===== src/rtl/neureka_job_dispatcher.sv =====
// neureka_job_dispatcher
//   Peripheral-side initiator for the NEUREKA control slave port. It accepts
//   one job descriptor at a time and acquires a job context through ACQUIRE,
//   retrying after a fixed idle interval while no context is free. It then
//   writes every job register and TRIGGER, and waits for the job-end event.
//
// Ports
//   clk_i, rst_ni           clock, asynchronous active-low reset
//   desc_valid_i/ready_o    descriptor handshake
//   desc_data_i             N_REGS x 32-bit job register values (word i -> reg i)
//   periph_req_o/gnt_i      request/grant of the control port
//   periph_add_o/wen_o/be_o/data_o/id_o   request fields (wen: 0 write, 1 read)
//   periph_r_valid_i/r_data_i/r_id_i      response channel (reads and writes)
//   evt_i                   job-end event for this initiator
//   busy_o                  dispatcher not idle
//   job_id_o                context ID from the last successful ACQUIRE
//   done_o                  one-cycle pulse on job end
//   err_o                   sticky response-ID mismatch, cleared on next accept
module neureka_job_dispatcher #(
    parameter int unsigned N_REGS    = 24,
    parameter int unsigned ID_WIDTH  = 8,
    parameter logic [31:0] BASE_ADDR = 32'h0000_0000,
    parameter logic [31:0] JOB_OFFS  = 32'h20,
    parameter int unsigned BACKOFF   = 16
) (
    input  logic                  clk_i,
    input  logic                  rst_ni,
    input  logic                  desc_valid_i,
    output logic                  desc_ready_o,
    input  logic [32*N_REGS-1:0]  desc_data_i,
    output logic                  periph_req_o,
    input  logic                  periph_gnt_i,
    output logic [31:0]           periph_add_o,
    output logic                  periph_wen_o,
    output logic [3:0]            periph_be_o,
    output logic [31:0]           periph_data_o,
    output logic [ID_WIDTH-1:0]   periph_id_o,
    input  logic                  periph_r_valid_i,
    input  logic [31:0]           periph_r_data_i,
    input  logic [ID_WIDTH-1:0]   periph_r_id_i,
    input  logic                  evt_i,
    output logic                  busy_o,
    output logic [7:0]            job_id_o,
    output logic                  done_o,
    output logic                  err_o
);

    localparam int unsigned IDX_W     = (N_REGS > 1) ? $clog2(N_REGS) : 1;
    localparam int unsigned CNT_W     = $clog2(BACKOFF + 1);
    localparam logic [IDX_W-1:0] LAST_IDX = IDX_W'(N_REGS - 1);
    localparam logic [CNT_W-1:0] LAST_CNT = CNT_W'(BACKOFF - 1);
    localparam logic [31:0] ACQ_ADDR  = BASE_ADDR + 32'h4;
    localparam logic [31:0] TRIG_ADDR = BASE_ADDR;
    localparam logic [31:0] JOB_ADDR  = BASE_ADDR + JOB_OFFS;

    typedef enum logic [3:0] {
        S_IDLE,
        S_ACQ,
        S_ACQ_RSP,
        S_BACKOFF,
        S_WR,
        S_WR_RSP,
        S_TRIG,
        S_TRIG_RSP,
        S_WAIT_EVT
    } state_t;

    state_t state, state_next;

    logic                 armed;
    logic                 req;
    logic [31:0]          add;
    logic                 wen;
    logic [31:0]          wdata;
    logic [ID_WIDTH-1:0]  id;
    logic [ID_WIDTH-1:0]  rsp_id;
    logic [IDX_W-1:0]     idx;
    logic [CNT_W-1:0]     bo_cnt;
    logic [7:0]           job_id;
    logic                 done;
    logic                 err;
    logic [31:0]          job_words [N_REGS];

    logic                 accept;
    logic                 issue;
    logic                 granted;
    logic                 rsp;
    logic [31:0]          issue_add;
    logic                 issue_wen;
    logic [31:0]          issue_data;

    // Only the free/busy flag and the context ID of ACQUIRE are meaningful.
    logic unused_rdata;
    assign unused_rdata = ^periph_r_data_i[30:8];

    always_ff @(posedge clk_i or negedge rst_ni) begin
        if (!rst_ni) begin
            state <= S_IDLE;
        end else begin
            state <= state_next;
        end
    end

    // Request states are entered with req low; the first cycle there loads
    // the request registers, so each transaction spans issue/req/rsp cycles.
    // The accept itself loads the first ACQUIRE request directly.
    always_comb begin
        state_next = state;
        accept     = 1'b0;
        issue      = 1'b0;
        granted    = 1'b0;
        rsp        = 1'b0;
        issue_add  = ACQ_ADDR;
        issue_wen  = 1'b1;
        issue_data = '0;
        case (state)
            S_IDLE: begin
                if (desc_valid_i && armed) begin
                    accept     = 1'b1;
                    state_next = S_ACQ;
                end
            end
            S_ACQ: begin
                if (!req) begin
                    issue = 1'b1;
                end else if (periph_gnt_i) begin
                    granted    = 1'b1;
                    state_next = S_ACQ_RSP;
                end
            end
            S_ACQ_RSP: begin
                if (periph_r_valid_i) begin
                    rsp        = 1'b1;
                    state_next = periph_r_data_i[31] ? S_BACKOFF : S_WR;
                end
            end
            S_BACKOFF: begin
                if (bo_cnt == LAST_CNT) begin
                    state_next = S_ACQ;
                end
            end
            S_WR: begin
                issue_add  = JOB_ADDR + (32'(idx) << 2);
                issue_wen  = 1'b0;
                issue_data = job_words[idx];
                if (!req) begin
                    issue = 1'b1;
                end else if (periph_gnt_i) begin
                    granted    = 1'b1;
                    state_next = S_WR_RSP;
                end
            end
            S_WR_RSP: begin
                if (periph_r_valid_i) begin
                    rsp        = 1'b1;
                    state_next = (idx == LAST_IDX) ? S_TRIG : S_WR;
                end
            end
            S_TRIG: begin
                issue_add = TRIG_ADDR;
                issue_wen = 1'b0;
                if (!req) begin
                    issue = 1'b1;
                end else if (periph_gnt_i) begin
                    granted    = 1'b1;
                    state_next = S_TRIG_RSP;
                end
            end
            S_TRIG_RSP: begin
                if (periph_r_valid_i) begin
                    rsp        = 1'b1;
                    state_next = S_WAIT_EVT;
                end
            end
            S_WAIT_EVT: begin
                if (evt_i) begin
                    state_next = S_IDLE;
                end
            end
            default: state_next = S_IDLE;
        endcase
    end

    always_ff @(posedge clk_i or negedge rst_ni) begin
        if (!rst_ni) begin
            armed  <= 1'b0;
            req    <= 1'b0;
            add    <= '0;
            wen    <= 1'b1;
            wdata  <= '0;
            id     <= '0;
            rsp_id <= '0;
            idx    <= '0;
            bo_cnt <= '0;
            job_id <= '0;
            done   <= 1'b0;
            err    <= 1'b0;
        end else begin
            armed <= 1'b1;
            done  <= (state == S_WAIT_EVT) && evt_i;

            if (accept || issue) begin
                req   <= 1'b1;
                add   <= issue_add;
                wen   <= issue_wen;
                wdata <= issue_data;
            end else if (granted) begin
                req    <= 1'b0;
                rsp_id <= id;
                id     <= id + 1'b1;
            end

            if (accept) begin
                err <= 1'b0;
            end else if (rsp && (periph_r_id_i != rsp_id)) begin
                err <= 1'b1;
            end

            if ((state == S_ACQ_RSP) && rsp) begin
                if (periph_r_data_i[31]) begin
                    bo_cnt <= '0;
                end else begin
                    job_id <= periph_r_data_i[7:0];
                    idx    <= '0;
                end
            end

            if (state == S_BACKOFF) begin
                bo_cnt <= bo_cnt + 1'b1;
            end

            if ((state == S_WR_RSP) && rsp && (idx != LAST_IDX)) begin
                idx <= idx + 1'b1;
            end
        end
    end

    // Descriptor buffer carries no reset: it is only read after an accept.
    always_ff @(posedge clk_i) begin
        if (accept) begin
            for (int unsigned i = 0; i < N_REGS; i++) begin
                job_words[i] <= desc_data_i[32*i +: 32];
            end
        end
    end

    assign desc_ready_o  = (state == S_IDLE) && armed;
    assign busy_o        = (state != S_IDLE);
    assign periph_req_o  = req;
    assign periph_add_o  = add;
    assign periph_wen_o  = wen;
    assign periph_be_o   = 4'hF;
    assign periph_data_o = wdata;
    assign periph_id_o   = id;
    assign job_id_o      = job_id;
    assign done_o        = done;
    assign err_o         = err;

endmodule


===== config.mk =====
export PLATFORM = sky130hd
export DESIGN_NAME = neureka_job_dispatcher
export DESIGN_NICKNAME = d
export VERILOG_FILES = /design/src/rtl/neureka_job_dispatcher.sv
export SDC_FILE = /design/constraint.sdc
export NUM_CORES = 1
export LEC_CHECK = 0
export BUFFER_PORTS_ARGS = -buffer_cell sky130_fd_sc_hd__buf_4
export CAP_MARGIN = 20
export CORE_AREA = 8 8 350 352
export DETAILED_ROUTE_END_ITERATION = 12
export DIE_AREA = 0 0 358 360
export PLACE_DENSITY_LB_ADDON = 0.12
export SLEW_MARGIN = 20
export SYNTH_ARGS = -nofsm -noshare
export SYNTH_HDL_FRONTEND = slang
export SYNTH_SLANG_ARGS = --single-unit
export TNS_END_PERCENT = 20

===== constraint.sdc =====
create_clock -name clk_i -period 22.8 [get_ports clk_i]
set_input_delay 6.84 -clock clk_i [delete_from_list [all_inputs] [get_ports clk_i]]
set_output_delay 6.84 -clock clk_i [all_outputs]
set_load 0.02 [all_outputs]

Word level (Yosys, flattened, before mapping)
Memories as Yosys holds them, arrays and structs flattened.
Cells that the tools add are included.
{"block": "word_totals", "mem_bits_rw": 768, "register_bits": 107, "mem_count": 1}
{"name": "job_words", "depth": 24, "width": 32, "read_ports": 1, "rd_ports_with_merged_regs": 0, "wr": 24, "line_no": "82", "text": "logic [31:0] job_words [N_REGS];"}
{"block": "classes", "n_bitwise": 2, "reduce_logical": 23, "add_sub_neg": 4, "n_mux": 39, "eq_ne": 25}
{"operator": "4-bit two-way mux", "n": 12}
{"operator": "4-bit one-hot mux with 9 select lines", "n": 1}
{"operator": "32-bit two-way mux", "n": 1}
{"operator": "5-bit two-way mux", "n": 6}
{"operator": "2-bit != test (second input constant)", "n": 12}
{"operator": "4-bit by 3-bit equality test with 1-bit output (second input constant)", "n": 4}
{"operator": "1-bit two-way mux", "n": 16}
{"operator": "8-bit one-hot mux with 2 select lines", "n": 1}
{"operator": "12-bit AND reduction", "n": 1}
{"operator": "5-bit by 1-bit adder with 5-bit output (second input constant)", "n": 2}
{"operator": "2-bit nonzero test", "n": 5}
{"operator": "6-bit by 7-bit adder with 8-bit output (first input constant)", "n": 1}
{"operator": "8-bit by 1-bit adder with 8-bit output (second input constant)", "n": 1}
{"operator": "4-bit by 2-bit equality test with 1-bit output (second input constant)", "n": 2}
{"operator": "8-bit != test", "n": 1}
{"operator": "2-bit AND reduction", "n": 4}
{"operator": "1-bit logical AND", "n": 7}
{"operator": "3-bit OR reduction", "n": 2}
{"operator": "5-bit by 4-bit equality test with 1-bit output (second input constant)", "n": 1}
{"operator": "5-bit equality test (second input constant)", "n": 1}
{"operator": "5-bit != test (second input constant)", "n": 1}
{"operator": "4-bit by 1-bit equality test with 1-bit output (second input constant)", "n": 1}
{"operator": "4-bit equality test (second input constant)", "n": 1}
{"operator": "4-bit logical NOT", "n": 1}
{"operator": "other kinds (7)", "n": 8}

Logic depth before layout (Yosys ltp)
{"block": "depth", "depth_word": 7, "ltp_mapped": 8}

Least setup slack after synthesis
No wires, ideal clock.
{"block": "synth_timing", "kind": "input port to flip-flop", "start": "input port desc_valid_i", "end": "memory job_words[0][0], enable pin", "n_path_buf": 0, "required_time_ns": 21.694, "setup_slack_ns": -0.007, "setup_ns": 1.106, "path_stages": 2, "t_arrival_ns": 21.701, "path_cell_list": "nand4_1 -> inv_1"}
{"element": "start: declaration", "line_no": "28", "text": "input logic desc_valid_i,"}
{"element": "end: declaration", "line_no": "82"}

==> flow_summary_export.csv <==
group,metric,value,unit
drt,wl_per_cell,27.96,um
sta,final.setup.tns,0,ns
cts,clockBufferDepth,3,
synth,ys_ff_latch,849,
finish,finish.instance_area,0.04408,mm2
place,place.detailed.hpwl,87000,um
global_route,gr-total-overflow,0,
synth,avgSynthCellArea,20.14,um2
floorplan,die-area,0.1289,mm2
synth,synth_edf_count,768,
synth,async_reset_ff_share,9.541,%
power,p_per_area,103.6,mW/mm2
global_route,grt_max_degree,163,
cts,htreeDepth,3,
sta,post-route-period-util,46.47,%
floorplan,dieWidth,358,um
floorplan,rows,126,
place,dpl_worst_slack,11.53,ns
setup_path,timing.critical_path.mode_cell,"buf_4",
place,dpl.cell_count,3953,
power,finalPower,4567,uW
finish,layout.cells.non_filler,4177,
setup_path,critPathMaxFanout,162,
place,gp_congestion,0.7930,
power,p_leak,0.01607,uW
sta,setup_viol,0,
setup_path,required,23.08,ns
cts,cts_resized,0,
cts,cts_buffers,99,
cts,root_buffer,"clkbuf_16",
sta,fin_worst_skew,0.02305,ns
floorplan,initial_core_util,28.03,%
synth,yosysWarningCount,0,
drt,drc,0,
setup_path,cp_slowest_stage_delay,0.93,ns
sta,setup_ws,12.21,ns
floorplan,chipHeight,360,um
finish,final.fill_count,11030,
cts,cts_sinks,849,
synth,ys.flop_type,"edfxtp_1",
run_status,status,"completed",
sta,tightest_slew,1.126,ns
drt,vias,18980,
floorplan,core,0.1170,mm2
setup_path,cp-end-kind,"register",
synth,syn_inst,1628,
global_route,antenna_found_initial,54,
setup_path,crit_buf_inv,6,
global_route,grt_pass1_vias,20680,
sta,fin_crit,10.59,ns
sta,worst_slew_margin_rel,24.49,%
setup_path,crit_family,"buffers and inverters",
worst_hold_path,hp-class,"reg2reg",
global_route,grt_use_total,17.43,%
synth,yosysTopAreaCellShare,70.34,%
drt,dr.pass1.iters,5,
cts,cts_tree,"built",
cts,holdBufCountCts,0,
synth,synth_seq_area_share,76.52,%
setup_path,path_cells,"buf_4 -> nand4_1 -> clkinvlp_4 -> buf_4 -> buf_4 -> buf_12 -> buf_4",
sta,slew_viol_final,0,
drt,via_per_inst,4.544,
power,ir_worst_vdd,0.00006144,V
setup_path,slowest_stage,"buf_4",
setup_path,arrival,10.87,ns
finish,fin_nets,3338,
synth,yosysTopAreaCell,"edfxtp_1",
finish,layout-drive-gt1-share,44.95,%
cts,cts_setup_buffers,0,
run,cap_viol_max_count,0,
synth,synth_area,0.03279,mm2
cts,path_clk_slew,0.06,ns
drt,drtAntennaViolNets,0,
global_route,grt_pass1_wl,157700,um
finish,syn2layout_area_growth,34.44,%
drt,detail_route.iter0.violations,1031,
sta,rsz0062_at_grt,"no",
drt,drt-total-wl,116800,um
sta,fmax,94.39,MHz
place,post_dp_cell_area,0.04082,mm2
synth,netlist-cell-type-count,63,
setup_path,path_class,"in2reg",
cts,clk_latency,0.67,ns
floorplan,io_pins,904,
place,port_buffers,850,
synth,synth_area_leaders,"edfxtp_1 (70%), mux4_2 (8.7%), dfrtp_1 (6.1%)",
setup_path,crit_path_start_kind,"input port",
sta,hold_violations,0,
state kept, by name, summed over array words and instances, names as in the netlist:
name	cells
armed	1
bo_cnt	5
done_o	1
err_o	1
idx	5
job_id_o	8
job_words	768
periph_add_o	6
periph_data_o	32
periph_id_o	8
periph_req_o	1
periph_wen_o	1
rsp_id	8
state	4
power by group:
group,switching (uW),internal [uW]
Clock,634,898
Sequential,95.7,1910
Combinational,591,441
Total,1320,3250
stage by stage:
step	utilization [%]	hold slack, ns
finish	37.68	0.4944
global placement	34.88	0.4749
global route	37.67	0.5204
detailed placement	34.89	0.4893
floorplan	-	0.4553
CTS	37.58	0.4971
Yosys cell counts, types with 2 or more instances:
library cell  count
edfxtp_1        768
mux2i_1         132
mux4_2          126
dfrtp_1          80
a22oi_1          62
buf_4            53
a21oi_1          37
nor2b_1          35
a211oi_1         33
a32oi_1          31
clkbuf_1         31
buf_2            27
o211ai_1         27
nand2_1          22
nor2_1           21
mux2_1           18
o21ai_1          13
xor2_1           13
nand3_1           9
nand4_1           7
buf_1             6
inv_1             6
and3_1            5
ha_1              5
o211ai_2          5
a22o_1            4
o21ai_0           4
xnor2_1           4
and2_1            3
buf_6             3
conb_1            2
nand3b_1          2
nor3b_1           2
nor4_1            2
o31ai_1           2
worst reg2reg max path, delay by kind of cell, from the launching register on:
family	cells	cell delay (ns)
and+or+nand+nor	2	0.60
DFF	1	0.57
buffers and inverters	5	3.72
area by class of cell:
cell class | instances | area [um2] | area share, %
antenna | 38 | 95.09 | 0.2157
inverter | 7 | 31.28 | 0.07096
clock buffer | 129 | 2693 | 6.108
sequential | 849 | 25100 | 56.94
tap | 1536 | 1922 | 4.360
clock inverter | 56 | 446.7 | 1.013
multi-input combinational | 680 | 7102 | 16.11
timing repair buffer | 882 | 6690 | 15.18
logic make-up after synthesis:
logic type / share of synthesized area (%)
adders and majority gates: 0.1908
and+or+nand+nor: 2.198
buffers and inverters: 2.255
DFF: 76.52
muxes: 13.34
xor gates and xnor gates: 0.4541
other: 0.02290
AOI/OAI and AO/OA: 5.022
worst paths after layout:
| kind | cells past startpoint | to | slack (ns) | from |
|---|---|---|---|---|
| max | 7 | job_words[7][22]$_DFFE_PP_ | 12.21 | desc_valid_i |
| min | 1 | job_id_o[1]$_DFFE_PN0P_ | 0.49 | job_id_o[1]$_DFFE_PN0P_ |
| max reg2reg | 7 | job_words[7][22]$_DFFE_PP_ | 17.48 | state[0]$_DFFE_PN0P_ |
| min reg2reg | 1 | job_id_o[1]$_DFFE_PN0P_ | 0.49 | job_id_o[1]$_DFFE_PN0P_ |
| max in group asynchronous | 2 | idx[2]$_DFFE_PN0P_ | 15.31 | rst_ni |
| min in group asynchronous | 1 | err_o$_DFFE_PN0P_ | 6.21 | rst_ni |
layer usage:
metal  routed length (um)  global-route usage, %  vias up
met5                  170                      0        -
met4                 3712                  7.221       24
met3                 8646                  5.485      185
met2                60550                  30.39      698
met1                43700                  19.65     9576
li1                     -                      -     8497
layout by cell type (no fill, tap or decap), types with 3 or more instances in the layout:
cell / instances
nand2_1: 21
o21ai_0: 4
buf_4: 876
inv_1: 5
clkinvlp_4: 4
clkbuf_16: 101
and3_1: 5
mux2i_1: 132
clkinv_1: 29
buf_12: 3
clkbuf_8: 6
dfrtp_1: 77
clkinv_2: 14
mux2_1: 18
dfrtp_4: 3
a211oi_1: 33
a22oi_1: 62
diode_2: 38
a21oi_1: 37
conb_1: 31
nor2b_1: 33
nand4_1: 7
nor2_1: 20
a22o_1: 4
o21ai_1: 13
ha_1: 5
a32oi_1: 31
mux4_2: 126
nand3_1: 8
clkbuf_1: 22
edfxtp_1: 768
o211ai_2: 5
xnor2_1: 4
bufinv_16: 6
o211ai_1: 27
xor2_1: 13
(Power assumes the default switching activity.)
